File: config.mk
export PLATFORM = sky130hd
export DESIGN_NAME = dbus_rx_fifo_responder
export DESIGN_NICKNAME = d
export VERILOG_FILES = /design/src/rtl/dbus_rx_fifo_responder_pkg.sv /design/src/rtl/dbus_rx_fifo_responder_sync_fifo_core.sv /design/src/rtl/dbus_rx_fifo_responder.sv
export SDC_FILE = /design/constraint.sdc
export NUM_CORES = 1
export LEC_CHECK = 0
export BUFFER_PORTS_ARGS = -buffer_cell sky130_fd_sc_hd__buf_2
export CORE_MARGIN = 4
export CORE_UTILIZATION = 52
export CTS_BUF_LIST = sky130_fd_sc_hd__clkbuf_4 sky130_fd_sc_hd__clkbuf_8
export DETAILED_ROUTE_END_ITERATION = 10
export MAX_ROUTING_LAYER = met4
export PLACE_DENSITY = 0.78
export REMOVE_ABC_BUFFERS = 1
export SKIP_CTS_REPAIR_TIMING = 1
export SLEW_MARGIN = 15
export SYNTH_ARGS = -nofsm -noshare
export SYNTH_HDL_FRONTEND = slang
export SYNTH_HIERARCHICAL = 1
export SYNTH_SLANG_ARGS = --single-unit
File: constraint.sdc
create_clock -name iCLK -period 3.1 [get_ports iCLK]
set_input_delay 0.31 -clock iCLK [delete_from_list [all_inputs] [get_ports iCLK]]
set_output_delay 0.31 -clock iCLK [all_outputs]
set_load 0.01 [all_outputs]
File: src/rtl/dbus_rx_fifo_responder_pkg.sv
// Shared register map for the receive-FIFO responder: register offsets,
// STATUS/CTRL bit positions and the default window base.
package dbus_rx_fifo_responder_pkg;

    typedef enum logic [1:0] {
        REG_STATUS = 2'd0,
        REG_DATA   = 2'd1,
        REG_CTRL   = 2'd2,
        REG_RSVD   = 2'd3
    } regSel_e;

    localparam int ST_NONEMPTY  = 0;
    localparam int ST_FULL      = 1;
    localparam int ST_OVERFLOW  = 2;
    localparam int ST_IRQEN     = 3;
    localparam int ST_COUNT_LSB = 8;

    localparam int CTRL_FLUSH = 0;
    localparam int CTRL_IRQEN = 1;

    localparam logic [31:0] DEFAULT_BASE = 32'hFF20_0000;

endpackage

File: src/rtl/dbus_rx_fifo_responder_sync_fifo_core.sv
// Circular byte FIFO with occupancy counter; flush overrides push and pop.
// Storage has no reset so it maps onto plain RAM.
module sync_fifo_core #(
    parameter int DEPTH  = 16,
    parameter int DATA_W = 8
) (
    input  logic                       iCLK,
    input  logic                       iRST_N,
    input  logic                       push,
    input  logic                       pop,
    input  logic                       flush,
    input  logic [DATA_W-1:0]          pushData,
    output logic [DATA_W-1:0]          head,
    output logic [$clog2(DEPTH):0]     count,
    output logic                       full,
    output logic                       empty
);
    localparam int PW = $clog2(DEPTH);
    localparam int CW = PW + 1;

    logic [DATA_W-1:0] mem [DEPTH];
    logic [PW-1:0]     wrPtr;
    logic [PW-1:0]     rdPtr;
    logic              pushOk;
    logic              popOk;

    assign full   = (count == CW'(DEPTH));
    assign empty  = (count == '0);
    assign pushOk = push & ~full & ~flush;
    assign popOk  = pop & ~empty & ~flush;
    assign head   = mem[rdPtr];

    always_ff @(posedge iCLK) begin
        if (!iRST_N) begin
            wrPtr <= '0;
            rdPtr <= '0;
            count <= '0;
        end else if (flush) begin
            wrPtr <= '0;
            rdPtr <= '0;
            count <= '0;
        end else begin
            if (pushOk) wrPtr <= wrPtr + PW'(1);
            if (popOk)  rdPtr <= rdPtr + PW'(1);
            count <= count + CW'(pushOk) - CW'(popOk);
        end
    end

    always_ff @(posedge iCLK) begin
        if (iRST_N && pushOk) mem[wrPtr] <= pushData;
    end

endmodule

File: src/rtl/dbus_rx_fifo_responder.sv
// Data-bus slave exposing a receive byte FIFO as a 16-byte MMIO window:
// STATUS / DATA (pop on read) / CTRL (flush, irq enable).
module dbus_rx_fifo_responder
    import dbus_rx_fifo_responder_pkg::*;
#(
    parameter logic [31:0] BASE_ADDR = DEFAULT_BASE,
    parameter int          DEPTH     = 16,
    parameter int          DATA_W    = 8
) (
    input  logic              iCLK,
    input  logic              iRST_N,
    input  logic              DwReadEnable,
    input  logic              DwWriteEnable,
    input  logic [3:0]        DwByteEnable,
    input  logic [31:0]       DwAddress,
    input  logic [31:0]       DwWriteData,
    output logic [31:0]       DwReadData,
    output logic              oHit,
    input  logic              iPushValid,
    input  logic [DATA_W-1:0] iPushData,
    output logic              oPushReady,
    output logic              oIRQ
);
    localparam int CW = $clog2(DEPTH) + 1;

    regSel_e           regSel;
    logic              readSel;
    logic              writeSel;
    logic              pop;
    logic              flush;
    logic              ovfClear;
    logic              ovfSet;
    logic              pushOk;
    logic              overflow;
    logic              irqEn;
    logic              irqEnNext;
    logic [CW-1:0]     count;
    logic [CW-1:0]     countNext;
    logic [DATA_W-1:0] head;
    logic              full;
    logic              empty;
    logic              unusedBits;

    assign oHit     = (DwAddress[31:4] == BASE_ADDR[31:4]);
    assign regSel   = regSel_e'(DwAddress[3:2]);
    assign readSel  = DwReadEnable & oHit;
    assign writeSel = DwWriteEnable & oHit & DwByteEnable[0];

    assign pop      = readSel & (regSel == REG_DATA) & ~empty;
    assign flush    = writeSel & (regSel == REG_CTRL) & DwWriteData[CTRL_FLUSH];
    assign ovfClear = writeSel & (regSel == REG_STATUS) & DwWriteData[ST_OVERFLOW];

    // Producer handshake: a byte transfers on the edge where iPushValid and
    // oPushReady are both high; a valid byte offered while full is dropped
    // and recorded in the sticky overflow flag. A flush discards the offer.
    assign oPushReady = iRST_N & ~full;
    assign pushOk     = iPushValid & ~full;
    assign ovfSet     = iPushValid & full & ~flush;

    assign irqEnNext = (writeSel && regSel == REG_CTRL) ? DwWriteData[CTRL_IRQEN] : irqEn;
    assign countNext = flush ? '0 : count + CW'(pushOk) - CW'(pop);

    sync_fifo_core #(
        .DEPTH  (DEPTH),
        .DATA_W (DATA_W)
    ) u_fifo (
        .iCLK     (iCLK),
        .iRST_N   (iRST_N),
        .push     (iPushValid),
        .pop      (pop),
        .flush    (flush),
        .pushData (iPushData),
        .head     (head),
        .count    (count),
        .full     (full),
        .empty    (empty)
    );

    always_ff @(posedge iCLK) begin
        if (!iRST_N) begin
            overflow <= 1'b0;
            irqEn    <= 1'b0;
            oIRQ     <= 1'b0;
        end else begin
            overflow <= ovfSet | (overflow & ~ovfClear);
            irqEn    <= irqEnNext;
            oIRQ     <= irqEnNext & (countNext != '0);
        end
    end

    always_comb begin
        DwReadData = '0;
        if (readSel) begin
            case (regSel)
                REG_STATUS: begin
                    DwReadData[ST_NONEMPTY]              = ~empty;
                    DwReadData[ST_FULL]                  = full;
                    DwReadData[ST_OVERFLOW]              = overflow;
                    DwReadData[ST_IRQEN]                 = irqEn;
                    DwReadData[ST_COUNT_LSB +: 8]        = 8'(count);
                end
                REG_DATA: begin
                    if (!empty) DwReadData[DATA_W-1:0] = head;
                end
                REG_CTRL: DwReadData[CTRL_IRQEN] = irqEn;
                default:  DwReadData = '0;
            endcase
        end
    end

    assign unusedBits = ^{DwWriteData[31:3], DwByteEnable[3:1], DwAddress[1:0]};

endmodule

==> results of run 1 <==
[power by group through the flow]
stage | combinational [mW] | clock, mW | sequential (mW)
after floorplan | 0.369 | 0 | 2.29
after global placement | 0.597 | 0 | 2.27
after detailed placement | 0.632 | 0 | 2.28
after CTS | 0.638 | 1.48 | 2.23
after global routing | 0.812 | 1.57 | 2.24
final | 0.729 | 1.45 | 2.24
[worst max-delay path by stage]
stage                    start              end  cells after the start
6_report       u_fifo/count[3]  u_fifo/count[4]                     16
3_5_place_dp     DwAddress[20]             oIRQ                     15
4_1_cts        u_fifo/count[2]             oIRQ                     16
5_1_grt        u_fifo/count[3]  u_fifo/count[4]                     16
2_1_floorplan  u_fifo/count[3]  u_fifo/count[4]                     16
3_3_place_gp     DwAddress[20]             oIRQ                     15
[stage by stage]
step | instance area, sq um | hold WS [ns] | total power [mW]
after floorplan | 6461 | 0.4089 | 2.655
after global placement | 7228 | 0.4860 | 2.872
after detailed placement | 7228 | 0.5104 | 2.910
after CTS | 7621 | 0.1755 | 4.348
after global routing | 7724 | 0.2003 | 4.626
final | 7724 | 0.2064 | 4.418
[metal layers]
layer	up-vias	share of wire
met4	0	0.016
met2	171	0.53
met5	-	0
met3	18	0.073
li1	1777	-
met1	1909	0.38
[registers in the layout (all words and copies together) (netlist names), named ones only]
| name | count |
|---|---|
| irqEn | 1 |
| oIRQ | 1 |
| u_fifo/wrPtr | 4 |
| u_fifo/mem | 128 |
| u_fifo/rdPtr | 4 |
| overflow | 1 |
| u_fifo/count | 5 |
[synth_stat cells (all sizes together), types with 3 or more instances]
master / n / area (sq um)
a21oi: 11 / 55.05
buf: 28 / 207.7
ha: 16 / 200.2
clkbuf: 3 / 11.26
nand2b: 4 / 25.02
nor4: 5 / 50.05
a22oi: 16 / 120.1
nor2: 29 / 108.9
o21ai: 4 / 20.02
nand4: 3 / 25.02
mux4: 32 / 773.2
edfxtp: 128 / 3844
nor2b: 6 / 37.54
nand3: 9 / 45.04
nor4bb: 3 / 30.03
xor2: 7 / 61.31
xnor2: 6 / 52.55
nand2: 20 / 75.07
dfxtp: 20 / 400.4
clkdlybuf4s25: 3 / 30.03
inv: 21 / 78.83
and2: 19 / 118.9
[final cells by class]
type | count | area (sq um) | share of cell area
sequential | 148 | 4247 | 0.5498
multi-input combinational | 236 | 2222 | 0.2877
timing repair buffer | 96 | 565.5 | 0.07322
clock buffer | 17 | 234.0 | 0.03029
tap | 172 | 215.2 | 0.02786
clock inverter | 15 | 158.9 | 0.02057
inverter | 21 | 81.33 | 0.01053
[tightest hold or removal path, stage by stage]
cell	delay, ns
buf_2	0.10
or4_1	0.13
a32oi_1	0.06
[cell families after synthesis]
kind of cell	synth area share
AOI/OAI and AO/OA	0.03956
xor gates and xnor gates	0.01714
adders and majority gates	0.03616
buffers and inverters	0.04935
DFF	0.6389
muxes	0.1179
other	0.0005645
and+or+nand+nor	0.1004
==> summary.txt, run 1 <==
Route
  • DRT iter0 DRCs: about 300
  • DR vias/cell: between 5 and 6
  • # DRC: 0
  • Vias: 3875
  • WL/cell: a little under 20 um
  • Routed WL: approximately 14000 um
  • Post-DRT Antenna Nets: 0
  • Pre-antenna DRT Iters: 5

Place
  • Port buffer count: 62
  • Pre-CTS WS: -0.2432 ns
  • RD Place Congestion: ~0.84
  • Placed insts: between 600 and 700
  • HPWL after detailed placement: approximately 9500 um

Floorplan
  • Die Span Y: about 120 um
  • DIE AREA: 14650 sq um
  • Boundary Pins: approximately 120
  • Die width: about 120 um
  • Starting density of the core: 0.5285
  • CORE AREA: about 13000 sq um
  • Row count: 41

Hold path
  • Hold Path Sink: oIRQ
  • Hold_sp: DwWriteData[0]
  • Hold Path Stages: 3
  • Min-delay worst type: in -> reg

Global route
  • First-pass GRT wire length: 21060 um
  • Largest net degree at the start of global routing: 33
  • Vias in the first global route: 3970
  • Top Usage Layer GRT: met2
  • GRT met3 Usage: 0.05035
  • Met2 GRT Util: 0.3512
  • Grt ovf: 0
  • Overall Global Routing Usage: 0.2019
  • Met1 Use GR: 0.2264
  • Initial antenna violation count: 0

Clock tree
  • Clk sink count: between 100 and 150
  • Max Root-Sink Buffers: 2
  • CTS H-Tree Depth: 4
  • CTS root buf: clkbuf_8
  • Clock Pin Slew Worst Setup and Hold Paths: around 0.080 ns
  • Num CTS Buffers: 17
  • Clock Latency Late Sink: 0.45 ns
  • CTS tree: done

Power
  • Clock power share: 0.329
  • Sw Share: 0.2584
  • Max VDD drop: 0.0004415 V
  • Sequential Power Share: 0.506
  • Combinational share of power: 0.165
  • Switching power: ~1.1 mW
  • P_int: between 3 and 4 mW
  • Pwr dens: ~570 nW/um^2
  • P_leak: 2.789 nW

Critical path
  • R2R setup slack: 0.11 ns
  • Critical path class: reg -> reg
  • Worst Path Arrival: roughly 3.4 ns
  • CP max stage delay: 0.47 ns
  • Crit path cell chain: inv_2 -> ha_4 -> or4b_4 -> inv_2 -> nor2b_2 -> nor4b_4 -> nand2_2 -> nor2_2 -> ha_1 -> inv_1 -> ha_2 -> fa_2 -> a21oi_2 -> nor2_2 -> or3_4 -> a21oi_2
  • R2R depth: 16
  • Buf/Inv on CP: 3
  • RR Endpoint: u_fifo/count[4]
  • Critical Path Fanout Max: 2
  • Critical Path RT: around 3.5 ns
  • Reg-to-Reg Start: u_fifo/count[3]
  • CP Launch Type: flip-flop
  • CP endpoint kind: flip-flop
  • Crit-path leading delay family: simple AND/OR/NAND/NOR gates
  • CP max-delay cell: or4b_4

Cells and area
  • N_diodes: 0
  • Filler Cell Count: 907
  • Final core utilization: 0.6145
  • Area grow syn2layout: 16.27%
  • Layout cells sized above 1: 0.3246
  • Layout Nets: 619
  • Commonest non-fill, non-tap cell in the layout: edfxtp_1
  • Fin cells: just over 700
  • Most frequent cells in the layout: edfxtp_1, buf_2, buf_4

Logic synthesis
  • Dominant synthesized flop cell: edfxtp_1
  • Seq cells post-synth: around 150
  • Netlist cell types: between 40 and 50
  • Synthesized instance count: around 420
  • Number of synthesized flops with an enable pin: between 100 and 150
  • Mapped Area: 6643 sq um
  • Syn avg cell area: between 15 and 20 sq um
  • Register area share after synthesis: 0.6389
  • Synth Warn #: 6
  • Share of flip-flops with an asynchronous set or reset: 0

Timing
  • Setup-failing EPs final: 0
  • Clock Skew: about 0.016 ns
  • Setup tns final: 0 ns
  • Final Max Slew Viols: 0
  • Tcrit/Tclk final: 0.9631
  • Max Fclk: roughly 330 MHz
  • Final WS setup: approximately 0.11 ns
  • Post-layout minimum cycle time: roughly 3.0 ns
  • Worst-Margin Slew: approximately 1 ns
  • Slew HR: 0.3238
  • RSZ-0062 raised after global routing: yes
  • Final hold violation count: 0

Run status
  • Status: complete, no violations

Flow run
  • Maxcap violations: 0
No activity file was read; power rests on OpenSTA's default activity.
==> run 2, diff against run 1 <==
Settings changed: CORE_MARGIN 4 to 10.
Clock period 3.1 ns to 2.6 ns, I/O delays scaled along.
==> run 2 against run 1 <==
  * First-iteration DRC count fell by 8.7%
  * Clock skew rose by 0.0036 ns
  * Via count rose by 5.8%
  * Critical path type unchanged
  * Design area rose by 7.5%
  * Critical endpoint unchanged
  * The run now ends with negative setup slack left
  * Fmax fell by 1.5%
==> summary.txt, run 2 (synthesis results as in run 1) <==
Run status
  • Status: finished with violations
  • Failing checks: negative setup slack

Clock tree
  • CTS H-Tree Depth: 4
  • CTS root buf: clkbuf_8
  • Num CTS Buffers: 17
  • Clock Pin Slew Worst Setup and Hold Paths: around 0.09 ns
  • CTS tree: done
  • Clock Latency Late Sink: 0.44 ns
  • Max Root-Sink Buffers: 2
  • Clk sink count: around 150

Cells and area
  • N_diodes: 0
  • Layout cells sized above 1: 0.4266
  • FF/Latch Area: between 4000 and 5000 sq um
  • Most frequent cells in the layout: edfxtp_1, buf_2, buf_4
  • Commonest non-fill, non-tap cell in the layout: edfxtp_1
  • Layout Nets: approximately 660
  • Filler Cell Count: 843
  • Max FFs per register: 128
  • Multi-input gate area: ~2300 sq um
  • Largest regs: u_fifo/mem: 128 flops, u_fifo/count: 5 flops
  • Area grow syn2layout: 24.94%
  • Largest Register: u_fifo/mem

Route
  • DR vias/cell: around 5.5
  • DRT iter0 DRCs: 272
  • Post-DRT Antenna Nets: 0
  • WL/cell: roughly 21 um
  • Vias: 4098
  • Pre-antenna DRT Iters: 6
  • Routed WL: 15370 um
  • # DRC: 0

Global route
  • Overall Global Routing Usage: 0.1710
  • First-pass GRT wire length: about 23000 um
  • Largest net degree at the start of global routing: 33
  • Grt ovf: 0
  • Vias in the first global route: between 4000 and 5000
  • Initial antenna violation count: 0

Place
  • RD Place Congestion: 0.8746
  • Port buffer count: between 60 and 70
  • HPWL after detailed placement: between 10000 and 15000 um

Critical path
  • CP endpoint kind: flip-flop
  • CP max-delay cell: or4b_4
  • CP max stage delay: roughly 0.47 ns
  • CP Launch Type: flip-flop
  • Critical Path RT: around 3 ns
  • CP dominant cell by count: inv_2
  • Crit path cell chain: inv_2 -> ha_4 -> or4b_4 -> inv_2 -> nor2b_2 -> nor4b_4 -> nand2_1 -> nor2_2 -> ha_1 -> inv_2 -> ha_4 -> fa_2 -> a21oi_2 -> nor2_2 -> or3_1 -> a21oi_1
  • Worst Path Arrival: around 3.4 ns
  • Critical path class: reg -> reg
  • Critical Path Fanout Max: 3

Timing
  • Slew HR: 0.5658
  • Final hold violation count: 0
  • Final Max Slew Viols: 0
  • RSZ-0062 raised after global routing: yes
  • Clock Skew: approximately 0.019 ns
  • Post-layout minimum cycle time: 3.031 ns
  • Setup tns final: -0.8920 ns
  • Max Fclk: 329.9 MHz
  • Setup-failing EPs final: 5
  • Worst Hold Margin: ~0.13 ns
  • Tcrit/Tclk final: 1.166
  • Worst-Margin Slew: ~0.65 ns
  • Final WS setup: -0.4314 ns

Floorplan
  • CORE AREA: around 13000 sq um
  • Boundary Pins: approximately 120
  • DIE AREA: between 15000 and 20000 sq um
  • Die width: ~130 um
  • Die Span Y: approximately 130 um
  • Row count: 41
  • Starting density of the core: 0.5285

Hold path
  • Min-delay worst type: in -> reg

Power
  • P_leak: around 3.1 nW
  • Pwr dens: 657.9 nW/um^2
  • Max VDD drop: 0.0004963 V

Flow run
  • Maxcap violations: 0
[run 2: cell count changes in the layout (fill, tap and decap cells not counted), sizes merged]
cell / previous run / this run
buf: 96 / 134
bufinv: 2 / 3
clkbuf: 17 / 24
clkinv: 7 / 3
clkinvlp: 4 / 0
inv: 23 / 24
[run 2: final timing paths]
| path | from | slack, ns | cells after the start | endpoint |
|---|---|---|---|---|
| worst max-delay path | u_fifo/count[3] | -0.43 | 16 | u_fifo/count[4] |
| worst max register to register | u_fifo/count[3] | -0.43 | 16 | u_fifo/count[4] |
| worst min-delay path | DwWriteData[0] | 0.13 | 3 | oIRQ |
| worst min register to register | u_fifo/rdPtr[1] | 0.52 | 2 | u_fifo/rdPtr[1] |
[run 2: routing by layer]
layer  routed length [um]  up-vias  GRT usage
met1                 6110     2012     0.1983
met2                 7728      207     0.2792
met4                  334        0    0.05746
li1                     -     1850          -
met5                    0        -          -
met3                 1196       29    0.05072
[run 2: power breakdown]
group	internal (mW)	leakage, nW	switching [mW]
Combinational	0.455	1.52	0.483
Clock	1.04	0.223	0.811
Sequential	2.64	1.32	0.0285
[run 2: layout make-up]
type                       instances  share of cell area
inverter                          21            0.009799
clock buffer                      23             0.03513
tap                              172             0.02593
sequential                       148              0.5121
multi-input combinational        236              0.2768
timing repair buffer             135              0.1250
clock inverter                     9             0.01523
[run 2: metrics by stage]
| step | utilization | total power [mW] | setup WS, ns | std cells | cell area [sq um] |
|---|---|---|---|---|---|
| 2_1_floorplan | - | 3.166 | -0.7438 | 405 | 6461 |
| 3_3_place_gp | 0.5982 | 3.452 | -0.5854 | 693 | 7518 |
| 3_5_place_dp | 0.5982 | 3.498 | -0.7488 | 693 | 7518 |
| 4_1_cts | 0.6315 | 5.338 | -0.7149 | 725 | 7936 |
| 5_1_grt | 0.6603 | 5.690 | -0.5339 | 744 | 8299 |
| 6_report | 0.6603 | 5.460 | -0.4314 | 744 | 8299 |
[run 2: worst max-delay path: cells and delay by family, from the launching register on]
kind	cells	cell delay [ns]
buffers and inverters	3	0.20
AOI/OAI and AO/OA	2	0.27
and+or+nand+nor	7	1.24
adders and majority gates	4	0.91
DFF	1	0.33
